--- src/rtl/register_array_streamer.sv ---
//------------------------------------------------------------------------------
// Module      : register_array_streamer
// Description : Snapshots a parallel register array on start and streams it
//               out one entry per beat over a valid/ready interface.
// Revision    : 1.0 - initial release
//------------------------------------------------------------------------------
`default_nettype none

module register_array_streamer #(
    parameter int WIDTH = 8,
    parameter int SIZE  = 16,
    parameter int IDXW  = $clog2(SIZE)
) (
    input  logic             clk,
    input  logic             rst,
    input  logic             start,
    input  logic [WIDTH-1:0] reg_in [SIZE],
    output logic [WIDTH-1:0] out_data,
    output logic [IDXW-1:0]  out_index,
    output logic             out_valid,
    input  logic             out_ready,
    output logic             out_last,
    output logic             busy,
    output logic             done
);

    localparam logic [IDXW-1:0] C_LAST_IDX = IDXW'(SIZE - 1);

    typedef enum logic [0:0] {
        S_IDLE = 1'b0,
        S_SEND = 1'b1
    } state_t;

    state_t           state_q;
    logic [IDXW-1:0]  idx_q;
    logic [IDXW-1:0]  idx_d;
    logic [WIDTH-1:0] snap_q [SIZE];
    logic             done_q;

    logic             w_xfer;
    logic             w_final;

    assign w_xfer  = (state_q == S_SEND) && out_ready;
    assign w_final = w_xfer && (idx_q == C_LAST_IDX);
    assign idx_d   = w_final ? '0 : idx_q + 1'b1;

    always_ff @(posedge clk) begin
        if (rst) begin
            state_q <= S_IDLE;
            idx_q   <= '0;
            done_q  <= 1'b0;
            for (int i = 0; i < SIZE; i++) begin
                snap_q[i] <= '0;
            end
        end else begin
            done_q <= w_final;
            case (state_q)
                S_IDLE: begin
                    if (start) begin
                        snap_q  <= reg_in;
                        idx_q   <= '0;
                        state_q <= S_SEND;
                    end
                end
                S_SEND: begin
                    // start is deliberately ignored here, even on the final beat
                    if (w_xfer) begin
                        idx_q <= idx_d;
                        if (w_final) begin
                            state_q <= S_IDLE;
                        end
                    end
                end
                default: state_q <= S_IDLE;
            endcase
        end
    end

    assign busy      = (state_q == S_SEND);
    assign out_valid = busy;
    assign out_data  = busy ? snap_q[idx_q] : '0;
    assign out_index = busy ? idx_q : '0;
    assign out_last  = busy && (idx_q == C_LAST_IDX);
    assign done      = done_q;

endmodule

`default_nettype wire
--- config.mk ---
export PLATFORM = sky130hd
export DESIGN_NAME = register_array_streamer
export DESIGN_NICKNAME = d
export VERILOG_FILES = /design/src/rtl/register_array_streamer.sv
export SDC_FILE = /design/constraint.sdc
export NUM_CORES = 1
export LEC_CHECK = 0
export ABC_CLOCK_PERIOD_IN_PS = 3000
export BUFFER_PORTS_ARGS = -buffer_cell sky130_fd_sc_hd__buf_2
export CORE_UTILIZATION = 45
export DETAILED_ROUTE_END_ITERATION = 8
export PLACE_DENSITY_LB_ADDON = 0.15
export SLEW_MARGIN = 10
export SYNTH_ARGS = -nofsm -noshare
export SYNTH_HDL_FRONTEND = slang
export SYNTH_SLANG_ARGS = --single-unit
--- constraint.sdc ---
create_clock -name clk -period 3 [get_ports clk]
set_clock_uncertainty 0.05 [all_clocks]
set_input_delay 0.6 -clock clk [delete_from_list [all_inputs] [get_ports clk]]
set_output_delay 0.6 -clock clk [all_outputs]
set_load 0.03 [all_outputs]
# == Yosys cells after proc, flatten, opt, wreduce, memory -nomap -nowiden ==
# Cells that the tools add are included.
# totals
memories,0
romBits,0
ff_bits,134
latch_bits,0
word_cells,44
mem_bits_rw,0
input_bits,132
# classes
add_sub_neg,1
bitwise,2
n_reduce_logical,5
magnitude_cmp,1
n_div,0
multipliers,0
n_shift,0
mux,13
eq_ne,3
# op_table
operator,count
binary-select mux 8 bit (select 4 bit),1
two-way mux 8 bit,3
two-way mux 4 bit,4
one-hot mux 4 bit (2 select lines),1
"greater-or-equal comparator 5 bit, second input constant",1
inverter 4 -> 5 bit,1
"adder 4 x 1 -> 4 bit, second input constant",1
"== test 4 bit, second input constant",1
AND reduction 2 bit,2
logical AND 1 bit,3
two-way mux 1 bit,3
"inequality test 2 x 1 -> 1 bit, second input constant",1
"inequality test 2 bit, second input constant",1
one-hot mux 1 bit (2 select lines),1
inverter 1 bit,1

# == Longest topological paths before layout ==
# Gate-level depths: netlist of the first run.
# logic_depth
word_depth,5
ltp_mapped,6

# == Worst setup path before layout of the first run ==
# Ideal clock, no wire load.
# synth_timing
path_kind,register to output
from,"register state_q, in the netlist busy"
to,output port out_data[3]
path_buffers,1
t_arrival_ns,1.778
stages_incl_launch_ff,5
t_required_ns,2.350
setup_slack_ns,0.572
path_cell_list,dfxtp_1 and2_1 clkbuf_1 a22oi_1 o211ai_2
# synth_via
elab_chain_cells,1
# synth_rtl
element,line,source
from (decl),34,state_t state_q;
from (signal assigned),49,state_q <= S_IDLE;
from (signal assigned),62,state_q <= S_SEND;
from (signal assigned),70,state_q <= S_IDLE;
two-way mux 8 bit,81,assign out_data = busy ? snap_q[idx_q] : '0;
to (decl),18,"output logic [WIDTH-1:0] out_data,"
# No other way between the ends.

# == Worst setup path in the final report of the first run ==
# layout_timing
from,register idx_q[0]
to,output port out_data[3]
# layout_via
elab_chain_cells,5
# layout_rtl
element,line,source
from (decl),35,logic [IDXW-1:0] idx_q;
from (signal assigned),68,idx_q <= idx_d;
inverter 4 -> 5 bit (implied by the code),81,
binary-select mux 8 bit (select 4 bit),81,
two-way mux 8 bit (implied by the code) (2 in a row),81,
two-way mux 8 bit,81,
# No other way between the ends. The select of a mux whose other input is x is not followed.

==> flow_metrics.tcl, run 1 <==
set metrics [dict create \
    synth_fa_ha_area_share_pct 0.216 \
    antenna_cells 0 \
    grt_max_degree 79 \
    critPathRequiredTime_ns 2.35 \
    ys_types 32 \
    holdCritPathClass "in -> reg" \
    clock-sinks 134 \
    total_power_mw 4.65 \
    hold_buffers 0 \
    crit_chain "buf_4, mux2i_1, a22oi_1, a22oi_1, o211ai_2, buf_2" \
    yosys_warnings 0 \
    cts_tree "yes" \
    syn_area_per_cell_um2 8.45 \
    reg2reg_to "snap_q[60]" \
    reg2reg_from "busy" \
    cts-resized-gates 2 \
    die_w_um 116 \
    synth-simple-area-share_pct 19.1 \
    arrival_ns 2.22 \
    p_per_area_mw_per_mm2 645 \
    regToRegSetupSlack_ns 1.25 \
    grt_pass1_vias 4776 \
    io_pins 148 \
    syn_nets 820 \
    hpwl_um 11000 \
    layout-drive-gt1-share_pct 26.6 \
    fin_crit_ns 2.87 \
    rsz0062_at_grt "false" \
    slowest_stage "buf_4" \
    status "finished, final reports clean" \
    clk_latency_ns 0.42 \
    maxSlewViolCount 0 \
    vias 5165 \
    yosysSeqAreaShare_pct 46.2 \
    syn_area_mm2 0.00580 \
    track_usage_pct 24.0 \
    synth.area.mux_share_pct 13.5 \
    postCtsSetupRepairBufs 0 \
    clk_pin_slew_ns 0.06 \
    grt_antenna_before_repair 0 \
    dr.pass1.iters 6 \
    worstSetupStartpoint "idx_q[0]" \
    synth_top_family_by_area "simple AND/OR/NAND/NOR gates" \
    tightest_slew_ns 0.690 \
    synth-seq-cells 134 \
    cts-buffers-inserted 17 \
    r2r_cells 5 \
    dieArea_mm2 0.0134 \
    synth_area_leaders "dfxtp_1 46%, nand2_1 17%, a21oi_1 11%, mux4_2 7.0%, mux2i_1 4.7%" \
    rows 41 \
    viasPerCell 5.20 \
    ir_worst_vdd_mv 0.399 \
    htreeDepth 4 \
    cts_max_path_buffers 2 \
    cp_max_fo 27 \
    nets 941 \
    finalHoldViolCount 0 \
    period_share_pct 95.8 \
    drc_errors 0 \
    maxCapViolations 0 \
    place_congestion 0.828 \
    cp-endpoint "out_data[3]" \
    area_growth_pct 24.3 \
    overflow 0 \
    synth_xor_area_share_pct 0 \
    crit_path_end_kind "output port" \
    postLayoutCoreUtil_pct 57.1 \
    routed_wl_um 15300 \
    synth_compound_area_share_pct 15.4 \
    place_area_mm2 0.00657 \
    routedWlPerCell_um 15.5 \
    setup_viol 0 \
    path_class "reg -> out" \
    cts-root-buf "clkbuf_16" \
    slew_headroom_pct 54.0 \
    syn_inst 687 \
    use_met3_pct 6.38 \
    synth_top_area_cell "dfxtp_1" \
    drt_iter0_markers 315 \
    use_met2_pct 36.4 \
    hp-start "reg_in[25]" \
    initial_utilization_pct 46.0 \
    grt_pass1_wl_um 23900 \
    ant_nets 0 \
    leakagePower_nw 2.88 \
    portBuffers 147 \
    slowest_delay_ns 0.38 \
    final.setup.tns_ns 0 \
    fmax_ghz 0.348 \
    top_usage_layer "met2" \
    synth_top_area_share_pct 46.2 \
    critPathLaunchType "flop" \
    finish.instance_area_mm2 0.00721 \
    core_area_mm2 0.0126 \
    path_common_cell "a22oi_1" \
    fp.dieH_um 116 \
    met1_usage_pct 32.2 \
]
-- per-layer routing --
| metal | part of all wire, % | up-vias |
|---|---|---|
| li1 | - | 2576 |
| met1 | 46 | 2402 |
| met2 | 46 | 157 |
| met3 | 5.4 | 30 |
| met4 | 2.5 | 0 |
| met5 | 0 | - |
-- report_power, final --
group / internal [mW] / total (mW) / switching (mW)
clock: 1.46 / 2.23 / 0.765
combinational: 0.199 / 0.481 / 0.282
sequential: 1.89 / 1.94 / 0.0570
total: 3.55 / 4.65 / 1.10
-- registers in the layout (all words and copies together) (netlist names) --
register	cells
busy	1
snap_q	128
idx_q	4
done	1
-- critical path: cells and delay by family, from the launching register on --
kind / cells / cell delay [ns]
DFF: 1 / 0.33
AOI/OAI and AO/OA: 3 / 0.54
muxes: 1 / 0.32
buffers and inverters: 2 / 0.58
-- cells by family (layout without fill, tap and decap cells) --
kind of cell / Yosys count / after routing
AOI/OAI and AO/OA: 162 / 162
muxes: 49 / 49
and+or+nand+nor: 282 / 282
DFF: 134 / 134
buffers and inverters: 59 / 193
adders and majority gates: 1 / 1
-- cells in the mapped netlist --
| cell | count |
|---|---|
| clkbuf_1 | 16 |
| buf_6 | 3 |
| nor2_1 | 2 |
| ha_1 | 1 |
| buf_2 | 33 |
| dfxtp_1 | 134 |
| and3_1 | 1 |
| a21oi_1 | 132 |
| nand2b_1 | 2 |
| a22oi_2 | 3 |
| nand3_1 | 5 |
| mux4_1 | 4 |
| mux4_2 | 18 |
| o211ai_1 | 7 |
| buf_8 | 1 |
| nor2b_1 | 3 |
| o21ai_1 | 6 |
| and3b_1 | 1 |
| inv_1 | 1 |
| and2_1 | 5 |
| a22oi_1 | 9 |
| o211ai_2 | 1 |
| nand2_1 | 259 |
| a32oi_1 | 1 |
| a21boi_0 | 1 |
| buf_12 | 1 |
| a31o_1 | 1 |
| o21ai_0 | 1 |
| or3_1 | 1 |
| mux2i_1 | 27 |
| buf_4 | 4 |
| nand4_1 | 3 |
-- worst min-delay path by stage --
stage,end,depth (start not counted),slack [ns]
floorplan,snap_q[72],2,0.38
global placement,snap_q[52],2,0.39
detailed placement,snap_q[102],2,0.39
CTS,snap_q[9],3,0.35
global route,snap_q[106],3,0.36
finish,snap_q[25],3,0.36
-- cell type report --
cell class,instances,area (um2)
inverters,1,3.75
multi-input cells,494,2810
well taps,172,215
fillers,1214,5410
flip-flops and latches,134,2690
clock buffers,18,429
clock inverters,14,208
repair buffers,160,861
-- layout by cell type, fill, tap and decap left out, types with 4 or more instances in the layout --
cell type / netlist / layout
buf_4: 4 / 12
clkinv_2: 0 / 4
a22oi_1: 9 / 9
buf_2: 33 / 146
and2_1: 5 / 5
nand2_1: 259 / 259
mux4_2: 18 / 18
mux2i_1: 27 / 27
bufinv_16: 0 / 5
o211ai_1: 7 / 7
a21oi_1: 132 / 132
o21ai_1: 6 / 6
dfxtp_1: 134 / 132
clkbuf_16: 0 / 17
nand3_1: 5 / 5
clkinvlp_4: 0 / 5
mux4_1: 4 / 4
-- through the flow --
stage	std cells	setup WS, ns	hold slack [ns]
3_3_place_gp	961	0.440	0.390
6_report	993	0.127	0.363
4_1_cts	993	0.0702	0.345
2_1_floorplan	687	0.572	0.382
5_1_grt	993	0.0369	0.359
3_5_place_dp	961	0.335	0.394
(Power assumes the default switching activity.)
==> run 2, diff against run 1 <==
Settings changed: CORE_UTILIZATION 45 to 39.
==> run 2 against run 1 <==
Utilization down 8.3 points; register-to-register slack got worse by 0.17 ns; clock power shrank 18%; critical path depth fell by 1; worst setup slack got worse by 0.039 ns; sequential cell count stayed put; sequential share of layout area increased by 0.59 points; global-route usage is 2.3 points lower; fmax down 1.3%; first-iteration DRC count is 15% higher.
==> flow_metrics.tcl, run 2 (same netlist as run 1, synthesis figures left out) <==
set metrics [dict create \
    holdCritPathClass "in -> reg" \
    hp-start "reg_in[17]" \
    htreeDepth 4 \
    status "finished, final reports clean" \
    overflow 0 \
    final_common_cell "nand2_1" \
    layout-drive-gt1-share_pct 25.8 \
    drc_errors 0 \
    finalHoldViolCount 0 \
    dr.pass1.iters 5 \
    holdPathStages 3 \
    slew_headroom_pct 56.9 \
    clock-sinks 134 \
    arrival_ns 2.26 \
    routed_wl_um 16100 \
    final_cell_mix "259 x nand2_1, 146 x buf_2, 132 x a21oi_1, 132 x dfxtp_1, 27 x mux2i_1" \
    die_w_um 124 \
    r2r_cells 5 \
    regToRegSetupSlack_ns 1.08 \
    place_congestion 0.834 \
    fp.dieH_um 124 \
    fmax_ghz 0.343 \
    leakagePower_nw 2.83 \
    initial_utilization_pct 39.9 \
    reg2reg_from "busy" \
    cts_tree "yes" \
    track_usage_pct 21.7 \
    p_per_area_mw_per_mm2 600 \
    fin_crit_ns 2.91 \
    grt_antenna_before_repair 0 \
    critPathRequiredTime_ns 2.35 \
    cts_max_path_buffers 2 \
    path_class "reg -> out" \
    routedWlPerCell_um 16.1 \
    total_power_mw 4.26 \
    ant_nets 0 \
    largest_register_ffs 128 \
    nets 939 \
    viasPerCell 5.20 \
    hpwl_um 11500 \
    top_regs "snap_q: 128 flops, idx_q: 4 flops" \
    critPathLaunchType "flop" \
    clk_latency_ns 0.42 \
    setup_viol 0 \
    crit_path_end_kind "output port" \
    dieArea_mm2 0.0154 \
    grt_max_degree 68 \
    reg2reg_to "snap_q[122]" \
    rows 44 \
    period_share_pct 97.1 \
    clk_pin_slew_ns 0.05 \
    cts-root-buf "clkbuf_16" \
    cp_max_fo 14 \
    antenna_cells 0 \
    rsz0062_at_grt "false" \
    core_area_mm2 0.0145 \
    largest-register "snap_q" \
    portBuffers 147 \
    area_growth_pct 22.3 \
    holdPathEnd "snap_q[17]" \
    ir_worst_vdd_mv 0.406 \
    tightest_slew_ns 0.646 \
    io_pins 148 \
    grt_pass1_vias 4777 \
    maxSlewViolCount 0 \
    cts-buffers-inserted 17 \
    nFillCells 1435 \
    vias 5201 \
    grt_pass1_wl_um 24700 \
    final.setup.tns_ns 0 \
    maxCapViolations 0 \
    drt_iter0_markers 361 \
]
run 2: changes by cell type in the layout (fill, tap and decap cells not counted), moves of 3 or more:
cell,change
buf_4,-3
clkinvlp_4,-5
clkbuf_1,+4
bufinv_16,-5
clkbuf_8,+3
run 2: layout make-up:
cell class                      count  area, um2  area share, %
Clock inverter                      5       25.0          0.353
Sequential cell                   134       2690           37.8
Tap cell                          184        230           3.24
Timing Repair Buffer              158        858           12.1
Inverter                            1       3.75         0.0529
Multi-Input combinational cell    494       2810           39.6
Clock buffer                       25        485           6.84
run 2: metal layers:
| layer | part of all wire (%) | up-vias | track usage (%) |
|---|---|---|---|
| met1 | 46 | 2448 | 30.5 |
| met3 | 7.4 | 15 | 5.17 |
| li1 | - | 2560 | - |
| met4 | 1.4 | 0 | 7.37 |
| met2 | 45 | 178 | 32.6 |
| met5 | 0 | - | 0 |
run 2: power breakdown:
| part | switching [mW] | internal, mW |
|---|---|---|
| combinational | 0.277 | 0.201 |
| sequential | 0.0641 | 1.89 |
| clock | 0.723 | 1.10 |
| total | 1.06 | 3.19 |
run 2: how the worst max path moves through the flow:
stage,startpoint,to,slack (ns)
3_3_place_gp,idx_q[2],out_data[3],0.44
5_1_grt,idx_q[1],out_data[5],0.02
6_report,idx_q[1],out_data[5],0.09
4_1_cts,idx_q[1],out_data[5],0.09
3_5_place_dp,idx_q[2],out_data[6],0.29
2_1_floorplan,busy,out_data[3],0.57
run 2: stage by stage:
step	setup WS [ns]	instances	hold WS, ns	util, %	instance area (um2)
after floorplan	0.572	687	0.382	-	5800
after global placement	0.441	971	0.391	45.3	6580
after detailed placement	0.288	971	0.397	45.3	6580
after CTS	0.0878	1001	0.349	48.8	7100
after global routing	0.0228	1001	0.365	48.8	7100
final	0.0878	1001	0.367	48.8	7100
run 2: critical path, stage by stage (launching register included):
cell	delay, ns
dfxtp_1	0.60
buf_4	0.33
mux4_2	0.36
o211ai_1	0.20
o21ai_1	0.15
buf_2	0.21
run 2: timing repair:
| action | 4_1_cts | 5_1_grt |
|---|---|---|
| endpoints found under the hold margin | 0 | 0 |
| buffers inserted | 0 | 0 |
| hold buffers | 0 | 0 |
| setup endpoints to repair | 8 | 0 |
| gates resized for setup | 3 | 0 |
==> run 3, diff against run 2 <==
Settings changed: ABC_CLOCK_PERIOD_IN_PS 3000 to 3300.
Clock period 3 ns to 3.3 ns, I/O delays scaled along.
==> run 3 against run 2 <==
Sequential cell count did not move; non-clock buffer count fell by 4; first-iteration DRC count fell by 19%; clock power fell by 5%; clock-buffer cell count rose by 2; sequential power fell by 8%; utilization barely moved; largest power group unchanged; hold slack improved by 0.033 ns.
==> flow_metrics.tcl, run 3 (same netlist as run 1, synthesis figures left out) <==
set metrics [dict create \
    status "finished, final reports clean" \
    multi_input_comb_area_mm2 0.00281 \
    instances_no_fill 998 \
    crit_chain "and2_1, a22oi_1, o211ai_1, buf_2" \
    regToRegSetupSlack_ns 1.06 \
    grt_antenna_before_repair 0 \
    maxSlewViolCount 0 \
    hp-start "snap_q[73]" \
    slowest_stage "dfxtp_1" \
    grt_max_degree 129 \
    holdPathStages 2 \
    drt_iter0_markers 291 \
    r2r_cells 4 \
    dr.pass1.iters 5 \
    cts_tree "yes" \
    drc_errors 0 \
    power_frac_comb_pct 10.7 \
    grt_pass1_vias 4685 \
    portBuffers 147 \
    clk_latency_ns 0.42 \
    p_switching_uw 965 \
    holdCritPathClass "reg -> reg" \
    htreeDepth 4 \
    fmax_ghz 0.321 \
    top_regs "snap_q: 128 flops, idx_q: 4 flops" \
    antenna_cells 0 \
    p_clk_share_pct 44.1 \
    layout-drive-gt1-share_pct 25.1 \
    final_cell_mix "259 x nand2_1, 146 x buf_2, 133 x dfxtp_1, 132 x a21oi_1, 27 x mux2i_1" \
    hpwl_um 11400 \
    grt_pass1_wl_um 24400 \
    cp_max_fo 17 \
    initial_utilization_pct 39.9 \
    routedWlPerCell_um 16.2 \
    clock-sinks 134 \
    maxCapViolations 0 \
    io_pins 148 \
    slowest_delay_ns 0.73 \
    nets 935 \
    cts-root-buf "clkbuf_16" \
    slew_headroom_pct 49.1 \
    overflow 0 \
    p_per_area_mw_per_mm2 556 \
    holdPathEnd "snap_q[73]" \
    arrival_ns 2.41 \
    crit_path_end_kind "output port" \
    critPathRequiredTime_ns 2.59 \
    reg2reg_from "busy" \
    hold_buffers 0 \
    critPathLaunchType "flop" \
    final_common_cell "nand2_1" \
    power_frac_seq_pct 45.2 \
    dieArea_mm2 0.0154 \
    regArea_mm2 0.00268 \
    ir_worst_vdd_mv 0.377 \
    clk_pin_slew_ns 0.06 \
    sw_frac_of_total_pct 24.4 \
    core_area_mm2 0.0145 \
    finalHoldViolCount 0 \
    largest-register "snap_q" \
    fin_crit_ns 3.12 \
    largest_register_ffs 128 \
    ant_nets 0 \
    place_congestion 0.830 \
    vias 5142 \
    die_w_um 124 \
    dp.cells 967 \
    fp.dieH_um 124 \
    leakagePower_nw 2.82 \
    rsz0062_at_grt "false" \
    hold-worst-slack_ns 0.400 \
    rows 44 \
    reg2reg_to "snap_q[49]" \
    internal-power_mw 2.98 \
    routed_wl_um 16200 \
    area_growth_pct 22.4 \
    viasPerCell 5.15 \
    path_class "reg -> out" \
    cts-buffers-inserted 17 \
    period_share_pct 94.5 \
    setup_viol 0 \
    final.setup.tns_ns 0 \
    tightest_slew_ns 0.762 \
    nFillCells 1426 \
    cts_max_path_buffers 2 \
    track_usage_pct 21.5 \
]
## run 3: repair_timing
item	4_1_cts	5_1_grt
endpoints found under the setup margin	0	1
gates resized for setup	0	1
setup buffers	0	0
## run 3: how the worst max path moves through the flow
stage | slack [ns] | to | from
floorplan | 0.81 | out_data[3] | busy
global placement | 0.68 | out_data[3] | idx_q[2]
detailed placement | 0.60 | out_data[6] | idx_q[2]
CTS | 0.16 | out_data[6] | idx_q[2]
global route | 0.02 | out_data[3] | idx_q[2]
finish | 0.18 | out_data[6] | busy
## run 3: stage by stage
stage | area [um2] | util (%) | power, mW | setup WS [ns]
after floorplan | 5800 | - | 2.07 | 0.812
after global placement | 6570 | 45.2 | 2.24 | 0.676
after detailed placement | 6570 | 45.2 | 2.24 | 0.602
after CTS | 7100 | 48.9 | 3.99 | 0.156
after global routing | 7100 | 48.9 | 4.10 | 0.0241
final | 7100 | 48.9 | 3.95 | 0.180
## run 3: layout make-up
cell class,instances,share of cell area [%]
Timing Repair Buffer,154,11.8
Clock inverter,4,0.634
Clock buffer,27,6.94
Inverter,1,0.0528
Sequential cell,134,37.8
Tap cell,184,3.24
Multi-Input combinational cell,494,39.5
## run 3: power by group through the flow
stage	combinational, mW	sequential (mW)	clock (mW)
3_5_place_dp	0.428	1.82	0
4_1_cts	0.430	1.78	1.77
5_1_grt	0.472	1.79	1.83
3_3_place_gp	0.416	1.82	0
6_report	0.424	1.79	1.74
2_1_floorplan	0.287	1.78	0
## run 3: critical path: cells and delay by family (launching register included)
kind	cells	cell delay [ns]
AOI/OAI and AO/OA	2	0.46
buffers and inverters	1	0.26
DFF	1	0.73
and+or+nand+nor	1	0.52
## run 3: metal layers
layer	track usage (%)	vias to the layer above	wire [um]
met1	30.2	2406	7710
met5	0	-	0
li1	-	2565	-
met2	31.8	154	7300
met4	8.93	0	238
met3	4.90	17	919
